<file path="src/rtl/cache_fill_arbiter.sv">
// Arbitrates the shared memory port between I-cache/D-cache block fills and
// D-side write-through stores; steers returning fill words into the granted cache.
module cache_fill_arbiter #(
  parameter int MEM_LATENCY     = 4,
  parameter int WORDS_PER_BLOCK = 8
) (
  input  logic                               clk,
  input  logic                               rst_n,
  input  logic                               i_miss,
  input  logic [15:0]                        i_miss_addr,
  input  logic                               d_miss,
  input  logic [15:0]                        d_miss_addr,
  input  logic                               d_wr_req,
  input  logic [15:0]                        d_wr_addr,
  input  logic [15:0]                        d_wr_data,
  output logic                               mem_en,
  output logic                               mem_wr,
  output logic [15:0]                        mem_addr,
  output logic [15:0]                        mem_wdata,
  input  logic [15:0]                        mem_rdata,
  input  logic                               mem_valid,
  output logic [15:0]                        fill_data,
  output logic [$clog2(WORDS_PER_BLOCK)-1:0] fill_word,
  output logic                               fill_we_i,
  output logic                               fill_we_d,
  output logic                               tag_we_i,
  output logic                               tag_we_d,
  output logic                               i_fill_done,
  output logic                               d_fill_done,
  output logic                               wr_done,
  output logic                               busy
);

  localparam int WW            = $clog2(WORDS_PER_BLOCK);
  localparam int LAST_I        = WORDS_PER_BLOCK - 1;
  localparam int BLOCK_BYTES_M1 = 2 * WORDS_PER_BLOCK - 1;
  localparam logic [WW-1:0] LAST       = LAST_I[WW-1:0];
  localparam logic [WW:0]   ISSUE_END  = WORDS_PER_BLOCK[WW:0];
  localparam logic [15:0]   ALIGN_MASK = ~BLOCK_BYTES_M1[15:0];

  if (MEM_LATENCY < 1 || WORDS_PER_BLOCK < 2 ||
      (WORDS_PER_BLOCK & (WORDS_PER_BLOCK - 1)) != 0) begin : gParamCheck
    $error("cache_fill_arbiter: bad MEM_LATENCY or WORDS_PER_BLOCK");
  end

  typedef enum logic [1:0] {IDLE, WRITE, FILL, DONE} state_t;

  state_t        state;
  logic          sideD;
  logic [15:0]   base;
  logic [WW:0]   issueCnt;
  logic [WW-1:0] rxCnt;
  logic [15:0]   grantBase;
  logic          rxAccept;
  logic          rxLast;

  assign grantBase = (d_miss ? d_miss_addr : i_miss_addr) & ALIGN_MASK;

  // Only accept a return while a read is actually outstanding in FILL.
  assign rxAccept = (state == FILL) && mem_valid && ({1'b0, rxCnt} < issueCnt);
  assign rxLast   = rxAccept && (rxCnt == LAST);

  assign fill_data = rxAccept ? mem_rdata : '0;
  assign fill_word = rxAccept ? rxCnt : '0;
  assign fill_we_i = rxAccept && !sideD;
  assign fill_we_d = rxAccept && sideD;
  assign tag_we_i  = rxLast && !sideD;
  assign tag_we_d  = rxLast && sideD;

  always_ff @(posedge clk) begin
    if (!rst_n) begin
      state       <= IDLE;
      sideD       <= 1'b0;
      base        <= '0;
      issueCnt    <= '0;
      rxCnt       <= '0;
      mem_en      <= 1'b0;
      mem_wr      <= 1'b0;
      mem_addr    <= '0;
      mem_wdata   <= '0;
      wr_done     <= 1'b0;
      i_fill_done <= 1'b0;
      d_fill_done <= 1'b0;
      busy        <= 1'b0;
    end else begin
      wr_done     <= 1'b0;
      i_fill_done <= 1'b0;
      d_fill_done <= 1'b0;
      case (state)
        IDLE: begin
          mem_en <= 1'b0;
          mem_wr <= 1'b0;
          if (d_wr_req) begin
            state     <= WRITE;
            busy      <= 1'b1;
            mem_en    <= 1'b1;
            mem_wr    <= 1'b1;
            mem_addr  <= d_wr_addr;
            mem_wdata <= d_wr_data;
            wr_done   <= 1'b1;
          end else if (d_miss || i_miss) begin
            state    <= FILL;
            busy     <= 1'b1;
            sideD    <= d_miss;
            base     <= grantBase;
            mem_en   <= 1'b1;
            mem_addr <= grantBase;
            issueCnt <= {{WW{1'b0}}, 1'b1};
            rxCnt    <= '0;
          end
        end
        WRITE: begin
          state  <= IDLE;
          busy   <= 1'b0;
          mem_en <= 1'b0;
          mem_wr <= 1'b0;
        end
        FILL: begin
          if (issueCnt < ISSUE_END) begin
            mem_en   <= 1'b1;
            mem_addr <= base + 16'({issueCnt[WW-1:0], 1'b0});
            issueCnt <= issueCnt + 1'b1;
          end else begin
            mem_en <= 1'b0;
          end
          if (rxAccept) begin
            rxCnt <= rxCnt + 1'b1;
            if (rxCnt == LAST) begin
              state       <= DONE;
              i_fill_done <= !sideD;
              d_fill_done <= sideD;
            end
          end
        end
        DONE: begin
          state    <= IDLE;
          busy     <= 1'b0;
          mem_en   <= 1'b0;
          issueCnt <= '0;
          rxCnt    <= '0;
        end
        default: begin
          state <= IDLE;
          busy  <= 1'b0;
        end
      endcase
    end
  end

endmodule

</file>
<file path="config.mk">
export PLATFORM = sky130hd
export DESIGN_NAME = cache_fill_arbiter
export DESIGN_NICKNAME = d
export VERILOG_FILES = /design/src/rtl/cache_fill_arbiter.sv
export SDC_FILE = /design/constraint.sdc
export NUM_CORES = 1
export LEC_CHECK = 0
export CAP_MARGIN = 20
export CORE_UTILIZATION = 36
export CTS_CLUSTER_DIAMETER = 60
export DETAILED_ROUTE_END_ITERATION = 16
export GPL_ROUTABILITY_DRIVEN = 1
export HOLD_SLACK_MARGIN = 0.03
export PLACE_DENSITY = 0.76
export SYNTH_ARGS = -nofsm -noshare
export SYNTH_HDL_FRONTEND = slang
export SYNTH_SLANG_ARGS = --single-unit
</file>
<file path="constraint.sdc">
create_clock -name clk -period 2 [get_ports clk]
set_input_delay 0.4 -clock clk [delete_from_list [all_inputs] [get_ports clk]]
set_output_delay 0.4 -clock clk [all_outputs]
set_load 0.05 [all_outputs]
</file>
After elaboration in Yosys (flattened, before gate mapping). Index checks and enable logic that the tools add are counted. Widths: inputs -> output; s select.

Register bits after elaboration: 60. Bits in latches: 0. RAM bits: 0. Memory bits (read-only): 0. Input port bits: 86. Output and inout port bits: 61. Word-level logic and storage cells: 82. Memories kept: 0.

Add/sub/neg operators: 3. $mul: 0. Divide/modulo/power cells: 0. Magnitude comparators: 2. Eq/ne operators: 10. Shifts and indexed selects: 0. Mux-type cells: 29. Bitwise gates (word level): 1. Reductions and logical operators: 24.

Operator list (count): $mux 16 (5); $pmux 16 s2 (1); $add 16x4->16 (1); $mux 3 (4); $mux 4 (3); $pmux 4 s3 (1); $reduce_and 4->1 (3); $pmux 3 s3 (1); $reduce_and 3->1 (3); $mux 2 (4); $logic_and 1x1->1 (7); $mux 1 (6); $ne 2x2->1 const B (3); $pmux 2 s3 (1); $reduce_and 2->1 (3); $reduce_bool 2->1 (3); $add 4x1->4 const B (1); $eq 2x2->1 const B (2); $lt 3x4->1 (1); $lt 4x4->1 const B (1); $ne 2x1->1 const B (2); $pmux 1 s2 (2); $add 3x1->3 const B (1); $eq 3x3->1 const B (1); other kinds (9) (9).

Depth between registers and ports, before layout. Gate-level depths: netlist of the first run.

Word-level depth: 5. Mapped depth: 7. Mapped depth without buffers: 6.

Worst setup path after synthesis of the first run. OpenSTA, ideal clock, no wires.

Path type: register to output. From: register issueCnt[1]. To: output port fill_we_i. Data arrival time: 2.411 ns. Data required time: 1.600 ns. Setup slack: -0.811 ns. Stages on the path, launching flop included: 6. Buffers on the path: 0. Path through: dfxtp_1 > inv_1 > ha_1 > nor2_1 > nor4b_2 > nor4_1.

Cells in the longest elaborated chain, start to end: 3.

Ends and longest elaborated chain: start: declaration (RTL line 51) `logic [WW:0] issueCnt;`; start signal: assignment (RTL line 108) `issueCnt <= {{WW{1'b0}}, 1'b1};`; start signal: assignment (RTL line 122) `issueCnt <= issueCnt + 1'b1;`; $lt 3x4->1 (RTL line 60) `assign rxAccept = (state == FILL) && mem_valid && ({1'b0, rxCnt} < issueCnt);`; $logic_and 1x1->1 (RTL line 60); $logic_and 1x1->1 (RTL line 65) `assign fill_we_i = rxAccept && !sideD;`; end: declaration (RTL line 24) `output logic fill_we_i,`.

Every way passes these cells.

Worst setup path after layout of the first run.
From: register issueCnt[1]. To: output port fill_data[3].

Cells in the longest elaborated chain, start to end: 3.

Ends and longest elaborated chain: $lt 3x4->1 (RTL line 60); $logic_and 1x1->1 (RTL line 60); $mux 16 (RTL line 63) `assign fill_data = rxAccept ? mem_rdata : '0;`; end: declaration (RTL line 22) `output logic [15:0] fill_data,`.

Every way passes these cells.

==> run metrics, run 1 <==
fmax=433 MHz; Synth Area in Adders=0.0214; Min-Delay Path Class=register to register; syn_area_per_cell=8.68 um^2; busiest grt layer=met2; Switching Fraction=0.301; residual DRC count=0; largest family of logic cells by synthesized area=simple AND/OR/NAND/NOR gates; largest net degree at the start of global routing=29; Final nets=582; crit path time final=2310 ps; Primary FF master, synth=dfxtp_1; Post-Route Setup TNS=-6570 ps; commonest non-fill, non-tap cells in the layout=clkdlybuf4s50_1 (114), nand2_1 (68), dfxtp_1 (59), buf_4 (30), buf_12 (24); port bufs=138; Num CTS Buffers=9; cell family with most CP delay=simple AND/OR/NAND/NOR gates; mapped cell area=2930 um^2; Yosys reg bits=60; CP max-delay cell=nor4b_4; vias per inst=5.03; max-slew violations=0; P per Cell Area=663 nW/um^2; hold slack final=465 ps; Seq pwr share=0.398; DP Wirelength=6510 um; CTS tree=yes; CTS Sinks=60; Final GP Congestion=0.765; n_diodes=0; Synth Area in Simple Gates=0.234; CP startpoint kind=register; Post-Synth XOR/XNOR Area=0.00299; Seq/Total Area, Yosys=0.411; Clock power frac=0.316; Unique masters post-synth=39; crit path kind=register to output port; H-tree levels=3; Hold Vio Cnt, Final=0; worst-path maximum fanout=12; power share of the combinational group=0.286; number of global-route vias before repair=2913; iteration count of the initial detailed-routing pass=4; Synth Instances=337; final instance area=5080 um^2; WP data arrival=1910 ps; clk_lat worst skew=340 ps; first-pass GRT wire length=14000 um; Synth-to-Final Area Change=73.5%; Final setup viols=23; most common cell after layout, fill and taps aside=clkdlybuf4s50_1; critical-path cell list=inv_2 > ha_4 > nor2_2 > nor4b_4 > nor3_4 > buf_6 > and2_4 > buf_12; Die X-Extent=92.1 um; WL/cell=14.3 um; Buf/Inv on CP=3; Overflow after GRT=0; failing checks=setup timing; Psw=0.00101 W; DIE AREA=8490 um^2; clk root buf=clkbuf_8; LEAKAGE=2.13 nW; maximum vdd drop=427 uV; yosys warns=0; post-synthesis net count=428; period utilisation layout=1.16; multiplexer area fraction after synthesis=0.0547; clk buf depth=2; status=finished with violations; Internal Power=0.00236 W; met2 usage=0.359; slowest stage delay, CP=340 ps; Critical Path End Type=output port; RSZ-0062 raised after global routing=yes; Async S/R FF share, synth=0; DR vias=2996; number of synthesized flops with an enable pin=0; Final ANT Viol Nets=0; CP required=1600 ps; Fin Clk Skew=6.05 ps; initial antenna violation count=0; final setup margin=-312 ps; Routed Wire Length=8530 um; Max Cap Viol=0; area post-placement=4840 um^2; GRT Total Usage=0.211; GR Util met3=0.0531; complex-gate fraction of the synthesized area=0.218; Clock Pin Slew Worst Setup and Hold Paths=60 ps; Worst-Margin Slew=528 ps; number of placed I/O pins=147; Slew HR=0.647; Starting Density=0.375; Rows=32; met1 Usage GRT=0.248; DRT iter0 DRCs=100; layout cells sized above 1=0.213; Die Height=92.1 um; Core Region=7810 um^2
[state kept, by name, indices dropped and copies added (netlist names)]
signal / count
rxCnt: 3
mem_addr: 16
mem_wr: 1
sideD: 1
i_fill_done: 1
mem_en: 1
wr_done: 1
state: 2
busy: 1
issueCnt: 4
mem_wdata: 16
d_fill_done: 1
base: 12
[path summary, 6_finish.rpt]
kind / startpoint / end / slack, ps / cells after the start
worst max-delay path: issueCnt[1]$_SDFFE_PN0P_ / fill_data[3] / -310 / 8
worst min-delay path: mem_wdata[3]$_SDFFE_PN0P_ / mem_wdata[3]$_SDFFE_PN0P_ / 470 / 2
worst max register to register: issueCnt[1]$_SDFFE_PN0P_ / rxCnt[2]$_SDFFE_PN0P_ / 260 / 9
worst min register to register: mem_wdata[3]$_SDFFE_PN0P_ / mem_wdata[3]$_SDFFE_PN0P_ / 470 / 2
[final cells by class]
type | count | area, um^2
fill | 667 | 2730
timing repair buffer | 172 | 1890
multi-input combinational | 244 | 1660
sequential | 60 | 1200
clock buffer | 12 | 155
tap | 102 | 128
clock inverter | 2 | 35.0
inverter | 4 | 15.0
[metal layers]
layer  vias to the layer above  wire length (um)  part of all wire
met5                         -                 0                 0
met4                         0               176             0.021
met3                        16               611             0.072
met2                       123              4220              0.49
met1                      1373              3520              0.41
li1                       1484                 -                 -
[what timing repair did]
item                       in CTS  in global routing
buffers inserted                2                  1
setup endpoints to repair      23                 23
pin swaps                       4                  4
hold buffers                    0                  0
gates resized for setup         3                  3
[worst reg2reg max path, delay by kind of cell, from the launching register on]
kind,cells,cell delay (ps)
fa+ha+maj,1,250
buf+inv,4,450
flops,1,330
mux,1,110
simple gates,3,480
[cell usage after synthesis, drive strengths merged (2+ instances only)]
| cell | count | area, um^2 |
|---|---|---|
| nand2 | 68 | 255 |
| dfxtp | 60 | 1200 |
| and2 | 22 | 138 |
| a21boi | 20 | 150 |
| buf | 19 | 118 |
| mux2i | 16 | 160 |
| o21ai | 16 | 83.8 |
| nand3 | 14 | 70.1 |
| o211a | 13 | 130 |
| clkbuf | 10 | 37.5 |
| a21oi | 9 | 45.0 |
| nor2 | 8 | 30.0 |
| nor2b | 7 | 43.8 |
| o311a | 7 | 70.1 |
| and3 | 6 | 37.5 |
| ha | 5 | 62.6 |
| o211ai | 5 | 37.5 |
| inv | 4 | 15.0 |
| nor3 | 4 | 36.3 |
| a22oi | 3 | 22.5 |
| a31oi | 3 | 18.8 |
| nand4 | 3 | 18.8 |
| a211oi | 2 | 15.0 |
| nand2b | 2 | 12.5 |
| o22ai | 2 | 12.5 |
[kinds of logic (layout without fill, tap and decap cells)]
logic type,Yosys count,in the layout
AOI/OAI and AO/OA,84,84
xor gates and xnor gates,1,1
adders and majority gates,5,5
buffers and inverters,33,190
DFF,60,60
muxes,16,16
and+or+nand+nor,138,138
[through the flow]
step	utilization	worst slack (ps)	total power (W)	std cells
after floorplan	-	-212	0.00192	337
after global placement	0.620	-121	0.00230	579
after detailed placement	0.620	-202	0.00232	579
after CTS	0.648	-376	0.00340	595
after global routing	0.650	-420	0.00353	596
final	0.650	-312	0.00337	596
[power by group through the flow]
stage	Sequential [W]	Combinational, W	Clock (W)
6_report	0.00134	0.000963	0.00106
3_5_place_dp	0.00137	0.000958	0
3_3_place_gp	0.00136	0.000942	0
5_1_grt	0.00135	0.00103	0.00115
4_1_cts	0.00134	0.000970	0.00109
2_1_floorplan	0.00158	0.000340	0
No activity file was read; power rests on OpenSTA's default activity.
==> run 2, diff against run 1 <==
Settings changed: PLACE_DENSITY 0.76 to 0.73, SKIP_LAST_GASP set to 1.
Clock period 2 ns to 2.7 ns, I/O delays scaled along.
==> run metrics, run 2 (same netlist as run 1, synthesis figures left out) <==
status=finished clean (was finished with violations); n_diodes=0 (unchanged); Rows=32 (unchanged); Internal Power=0.00171 W (was 0.00236 W); R2R cell count=8 (was 9); Critical Path End Type=output port (unchanged); Seq pwr share=0.400 (was 0.398); GR Util met3=0.0423 (was 0.0531); maximum vdd drop=389 uV (was 427 uV); Starting Density=0.375 (unchanged); setup slack, reg-to-reg=920 ps (was 260 ps); Fill cells=675 (was 667); Routed Wire Length=8150 um (was 8530 um); clk root buf=clkbuf_8 (unchanged); DIE AREA=8490 um^2 (unchanged); Clock Pin Slew Worst Setup and Hold Paths=60 ps (about the same); number of placed I/O pins=147 (unchanged); Post-Route Setup TNS=0 ps (was -6570 ps); crit path launch=issueCnt[1]$_SDFFE_PN0P_ (unchanged); Die X-Extent=92.1 um (unchanged); H-tree levels=3 (unchanged); commonest non-fill, non-tap cells in the layout=clkdlybuf4s50_1 (114), nand2_1 (68), dfxtp_1 (59), buf_12 (23), and2_1 (22) (was clkdlybuf4s50_1 (114), nand2_1 (68), dfxtp_1 (59), buf_4 (30), buf_12 (24)); fmax=390 MHz; initial antenna violation count=0 (unchanged); WL/cell=14.0 um (was 14.3 um); biggest regs=mem_addr: 16 flops, mem_wdata: 16 flops, base: 12 flops (unchanged); Reg area=1200 um^2 (unchanged); P per Cell Area=507 nW/um^2 (was 663 nW/um^2); vias per inst=4.97 (was 5.03); WP data arrival=2020 ps (was 1910 ps); layout cells sized above 1=0.152 (was 0.213); Num CTS Buffers=9 (unchanged); Clock power frac=0.326 (was 0.316); reg2reg end=state[0]$_SDFFE_PN0P_ (was rxCnt[2]$_SDFFE_PN0P_); Hold Vio Cnt, Final=0 (unchanged); Die Height=92.1 um (unchanged); hold slack final=466 ps (was 465 ps); Fin Clk Skew=11.9 ps (was 6.05 ps); Worst-Margin Slew=594 ps (was 528 ps); power share of the combinational group=0.274 (was 0.286); GRT Total Usage=0.198 (was 0.211); Overflow after GRT=0 (unchanged); most common cell after layout, fill and taps aside=clkdlybuf4s50_1 (unchanged); worst-path maximum fanout=6 (was 12); Final GP Congestion=0.742 (was 0.765); DRT iter0 DRCs=209 (was 100); met2 usage=0.326 (was 0.359); Synth-to-Final Area Change=67.5% (was 73.5%); Switching Fraction=0.313 (was 0.301); CP startpoint kind=register (unchanged); crit path to=tag_we_i (was fill_data[3]); met1 Usage GRT=0.249 (was 0.248); DR vias=2895 (was 2996); DP Wirelength=5820 um (was 6510 um); LEAKAGE=2.02 nW (was 2.13 nW); largest net degree at the start of global routing=65 (was 29); Final nets=566 (was 582); period utilisation layout=0.949; busiest grt layer=met2 (unchanged); first-pass GRT wire length=13400 um (was 14000 um); residual DRC count=0 (unchanged); Final setup viols=0 (was 23); clk_lat worst skew=330 ps (was 340 ps); Psw=0.000777 W (was 0.00101 W); iteration count of the initial detailed-routing pass=4 (unchanged); Worst R2R Start=issueCnt[1]$_SDFFE_PN0P_ (unchanged); CTS tree=yes (unchanged); Slew HR=0.603 (was 0.647); Final ANT Viol Nets=0 (unchanged); area of the multi-input gates=1600 um^2 (was 1660 um^2); crit path kind=register to output port (unchanged); CP required=2160 ps (was 1600 ps); port bufs=138 (unchanged); crit path time final=2560 ps; max-slew violations=0 (unchanged); Core Region=7810 um^2 (unchanged); CTS Sinks=60 (unchanged); Min-Delay Path Class=register to register (unchanged); Max Cap Viol=0 (unchanged); clk buf depth=2 (unchanged); RSZ-0062 raised after global routing=no (was yes); number of global-route vias before repair=2786 (was 2913)
==> run 2: cell count changes in the layout (fill, tap and decap cells not counted), moves of 2 or more <==
cell,change
buf_4,-16
and2_4,-20
clkinvlp_4,+2
and2_1,+20
==> run 2: stage by stage <==
step           std cells   util  power (W)  area (um^2)  setup WS, ps
2_1_floorplan        337      -    0.00141         2930           322
3_3_place_gp         562  0.591    0.00168         4620           234
3_5_place_dp         562  0.591    0.00169         4620           194
4_1_cts              580  0.624    0.00251         4870          17.8
5_1_grt              582  0.628    0.00261         4900          19.3
6_report             582  0.628    0.00248         4900           137
==> run 2: worst min path at each step <==
stage / slack, ps / endpoint / cells after the start / startpoint
3_5_place_dp: 460 / mem_addr[12]$_SDFFE_PN0P_ / 2 / mem_addr[12]$_SDFFE_PN0P_
5_1_grt: 490 / mem_wdata[2]$_SDFFE_PN0P_ / 2 / mem_wdata[2]$_SDFFE_PN0P_
3_3_place_gp: 450 / mem_wdata[9]$_SDFFE_PN0P_ / 2 / mem_wdata[9]$_SDFFE_PN0P_
4_1_cts: 470 / mem_addr[12]$_SDFFE_PN0P_ / 2 / mem_addr[12]$_SDFFE_PN0P_
2_1_floorplan: 450 / mem_addr[10]$_SDFFE_PN0P_ / 2 / base[10]$_SDFFE_PN0P_
6_report: 470 / mem_wdata[2]$_SDFFE_PN0P_ / 2 / mem_wdata[2]$_SDFFE_PN0P_
==> run 2: final cells by class <==
cell class	instances	area share
tap	102	0.0260
timing repair buffer	156	0.359
multi-input combinational	244	0.326
inverter	4	0.00306
sequential	60	0.245
clock buffer	10	0.0281
clock inverter	6	0.0130
==> run 2: timing repair <==
item                       4_1_cts  5_1_grt
setup buffers                    0        2
resized for setup               12        4
setup endpoints to repair       22       22
cloned                           2        0
hold buffers                     0        0
pin swaps                        2        2
==> run 2: power by group through the flow <==
stage / logic (W) / clock network (W) / registers [W]
2_1_floorplan: 0.000243 / 0 / 0.00117
3_3_place_gp: 0.000666 / 0 / 0.00101
3_5_place_dp: 0.000675 / 0 / 0.00101
4_1_cts: 0.000684 / 0.000830 / 0.000994
5_1_grt: 0.000732 / 0.000874 / 0.00100
6_report: 0.000681 / 0.000810 / 0.000993
==> run 2: layer usage <==
| layer | routed length [um] | share of wire |
|---|---|---|
| met3 | 547 | 0.067 |
| met2 | 3860 | 0.47 |
| met4 | 123 | 0.015 |
| met5 | 0 | 0 |
| met1 | 3620 | 0.44 |
==> run 2: critical path, stage by stage (launching register included) <==
cell,delay [ps]
dfxtp_2,340
inv_2,60
ha_4,170
nor3b_4,210
nor4b_4,80
nor3_4,320
buf_6,170
and3b_2,210
buf_12,140
==> run 3, diff against run 2 <==
Settings changed: ABC_AREA set to 1.
==> run metrics, run 3 <==
status=finished clean (unchanged); DP Wirelength=6470 um (was 5820 um); Primary FF master, synth=dfxtp_1 (unchanged); Die Height=92.9 um (was 92.1 um); Psw=0.000982 W (was 0.000777 W); most common cell after layout, fill and taps aside=clkdlybuf4s50_1 (unchanged); Core Region=7850 um^2 (was 7810 um^2); Async S/R FF share, synth=0 (unchanged); WL/cell=12.6 um (was 14.0 um); Unique masters post-synth=28 (was 39); number of placed I/O pins=147 (unchanged); area post-placement=4670 um^2 (was 4620 um^2); reg2reg end=mem_addr[2]$_SDFFE_PN0P_ (was state[0]$_SDFFE_PN0P_); CTS tree=yes (unchanged); residual DRC count=0 (unchanged); Worst-Margin Slew=526 ps (was 594 ps); H-tree levels=3 (unchanged); most frequent cell after synthesis=nor2_1 (was nand2_1); Clock Pin Slew Worst Setup and Hold Paths=70 ps (was 60 ps); Slew HR=0.648 (was 0.603); initial antenna violation count=0 (unchanged); Final setup viols=0 (unchanged); Min-Delay Path Class=register to register (unchanged); Final ANT Viol Nets=0 (unchanged); Seq/Total Area, Yosys=0.404 (was 0.411); DRT iter0 DRCs=100 (was 209); yosys warns=0 (unchanged); PostCTS Resize Cnt=0 (was 12); Routed Wire Length=8560 um (was 8150 um); Rows=32 (unchanged); Final nets=663 (was 566); Max Cap Viol=0 (unchanged); Switching Fraction=0.346 (was 0.313); Final GP Congestion=0.762 (was 0.742); post-synthesis net count=524 (was 428); P per Cell Area=581 nW/um^2 (was 507 nW/um^2); Fill cells=739 (was 675); mapped cell area=2970 um^2 (was 2930 um^2); fmax=395 MHz (was 390 MHz); Synth area leader=dfxtp_1 (unchanged); post-synth top area share=0.404 (was 0.411); port bufs=138 (unchanged); Post-Route Setup TNS=0 ps (unchanged); Fin Clk Skew=5.98 ps (was 11.9 ps); DIE AREA=8630 um^2 (was 8490 um^2); number of global-route vias before repair=3153 (was 2786); CTS Hold Bufs=0 (unchanged); iteration count of the initial detailed-routing pass=4 (unchanged); Clock power frac=0.309 (was 0.326); Yosys reg bits=60 (unchanged); n_diodes=0 (unchanged); Worst R2R Start=state[1]$_SDFFE_PN0P_ (was issueCnt[1]$_SDFFE_PN0P_); first-pass GRT wire length=14200 um (was 13400 um); clk_lat worst skew=330 ps (about the same); Hold Vio Cnt, Final=0 (unchanged); crit path time final=2530 ps (was 2560 ps); LEAKAGE=2.06 nW (was 2.02 nW); GRT Total Usage=0.207 (was 0.198); top cells by area, synth=dfxtp_1 (40%), nor2_1 (12%), nand2_1 (9.8%) (was dfxtp_1 (41%), nand2_1 (8.7%), mux2i_1 (5.5%)); biggest regs=mem_addr: 16 flops, mem_wdata: 16 flops, base: 12 flops (unchanged); CTS Sinks=60 (unchanged); Die X-Extent=92.9 um (was 92.1 um); WHS Endpoint=mem_wr$_SDFFE_PN0P_ (was mem_wdata[2]$_SDFFE_PN0P_); Overflow after GRT=0 (unchanged); syn_area_per_cell=6.87 um^2 (was 8.68 um^2); vias per inst=4.66 (was 4.97); DR vias=3163 (was 2895); number of synthesized flops with an enable pin=0 (unchanged); Synth Instances=433 (was 337); worst-path maximum fanout=14 (was 6); power share of the combinational group=0.326 (was 0.274); Critical Path End Type=output port (unchanged); hold path start=mem_wr$_SDFFE_PN0P_ (was mem_wdata[2]$_SDFFE_PN0P_); Starting Density=0.379 (was 0.375); Commonest cells post-synth=nor2_1 (93), nand2_1 (78), dfxtp_1 (60) (was nand2_1 (68), dfxtp_1 (60), and2_1 (22)); maximum vdd drop=307 uV (was 389 uV); layout cells sized above 1=0.142 (was 0.152); CP startpoint kind=register (unchanged); final instance area=4880 um^2 (was 4900 um^2); Num CTS Buffers=9 (unchanged); CP required=2160 ps (about the same); RSZ-0062 raised after global routing=no (unchanged); commonest non-fill, non-tap cells in the layout=clkdlybuf4s50_1 (115), nor2_1 (93), nand2_1 (78), dfxtp_1 (60), o21ai_0 (43) (was clkdlybuf4s50_1 (114), nand2_1 (68), dfxtp_1 (59), buf_12 (23), and2_1 (22)); Synth-to-Final Area Change=64.2% (was 67.5%); Seq pwr share=0.365 (was 0.400); clk buf depth=2 (unchanged); number of setup buffers added after CTS=0 (unchanged); Hold Path Depth=2 (unchanged); R2R cell count=8 (unchanged); setup slack, reg-to-reg=980 ps (was 920 ps); max-slew violations=0 (unchanged); Internal Power=0.00185 W (was 0.00171 W); period utilisation layout=0.938 (was 0.949); largest net degree at the start of global routing=34 (was 65); WP data arrival=1990 ps (was 2020 ps); crit path kind=register to output port (unchanged); clk root buf=clkbuf_8 (unchanged)
==> run 3: power groups by stage <==
stage / clock, W / combinational, W / sequential [W]
2_1_floorplan: 0 / 0.000347 / 0.00129
3_3_place_gp: 0 / 0.000912 / 0.00105
3_5_place_dp: 0 / 0.000927 / 0.00105
4_1_cts: 0.000894 / 0.000930 / 0.00103
5_1_grt: 0.000932 / 0.00100 / 0.00105
6_report: 0.000877 / 0.000925 / 0.00103
==> run 3: worst max-delay path by stage <==
stage               slack [ps]                     start             to  cells after the start
detailed placement         270                 mem_valid  fill_data[13]                      7
global placement           320                 mem_valid   fill_word[0]                      7
global route                20  issueCnt[1]$_SDFFE_PN0P_  fill_data[13]                      9
floorplan                  130  issueCnt[2]$_SDFFE_PN0P_       tag_we_d                      7
finish                     170  issueCnt[1]$_SDFFE_PN0P_  fill_data[13]                      9
CTS                        140  issueCnt[1]$_SDFFE_PN0P_  fill_data[13]                      9
==> run 3: worst max-delay path, cell delays in order, from the launching register on <==
cell and delay (ps):
dfxtp_1 350, inv_1 90, ha_1 290, nand2_1 70, nand2_1 50, nand2_1 110
nand2_2 110, buf_4 200, nor2_1 200, buf_12 170
==> run 3: stage by stage <==
step | power (W) | utilization | instances | setup WS (ps) | hold WS, ps
global placement | 0.00196 | 0.595 | 663 | 318 | 442
global route | 0.00298 | 0.622 | 679 | 22.0 | 471
detailed placement | 0.00198 | 0.595 | 663 | 272 | 448
finish | 0.00284 | 0.622 | 679 | 167 | 455
CTS | 0.00286 | 0.622 | 679 | 142 | 456
floorplan | 0.00164 | - | 433 | 126 | 438
==> run 3: cells by family after synthesis <==
| kind of cell | Yosys count | share of synthesized area |
|---|---|---|
| AOI/OAI and AO/OA | 93 | 0.167 |
| xor gates and xnor gates | 1 | 0.00295 |
| adders and majority gates | 5 | 0.0210 |
| buffers and inverters | 62 | 0.0963 |
| DFF | 60 | 0.404 |
| and+or+nand+nor | 212 | 0.308 |
==> run 3: final cells by class <==
cell class,instances,area [um^2],area share
Timing Repair Buffer,149,1690,0.347
Multi-Input combinational cell,311,1490,0.304
Sequential cell,60,1200,0.246
Inverter,41,159,0.0325
Tap cell,102,128,0.0261
Clock buffer,9,124,0.0254
Clock inverter,7,91.3,0.0187
==> run 3: per-layer routing <==
layer / routed length [um] / global-route usage / up-vias / part of all wire
met3: 469 / 0.0394 / 17 / 0.055
li1: - / - / 1649 / -
met5: 0 / 0 / - / 0
met4: 187 / 0.0833 / 0 / 0.022
met2: 4340 / 0.371 / 92 / 0.51
met1: 3560 / 0.239 / 1405 / 0.42
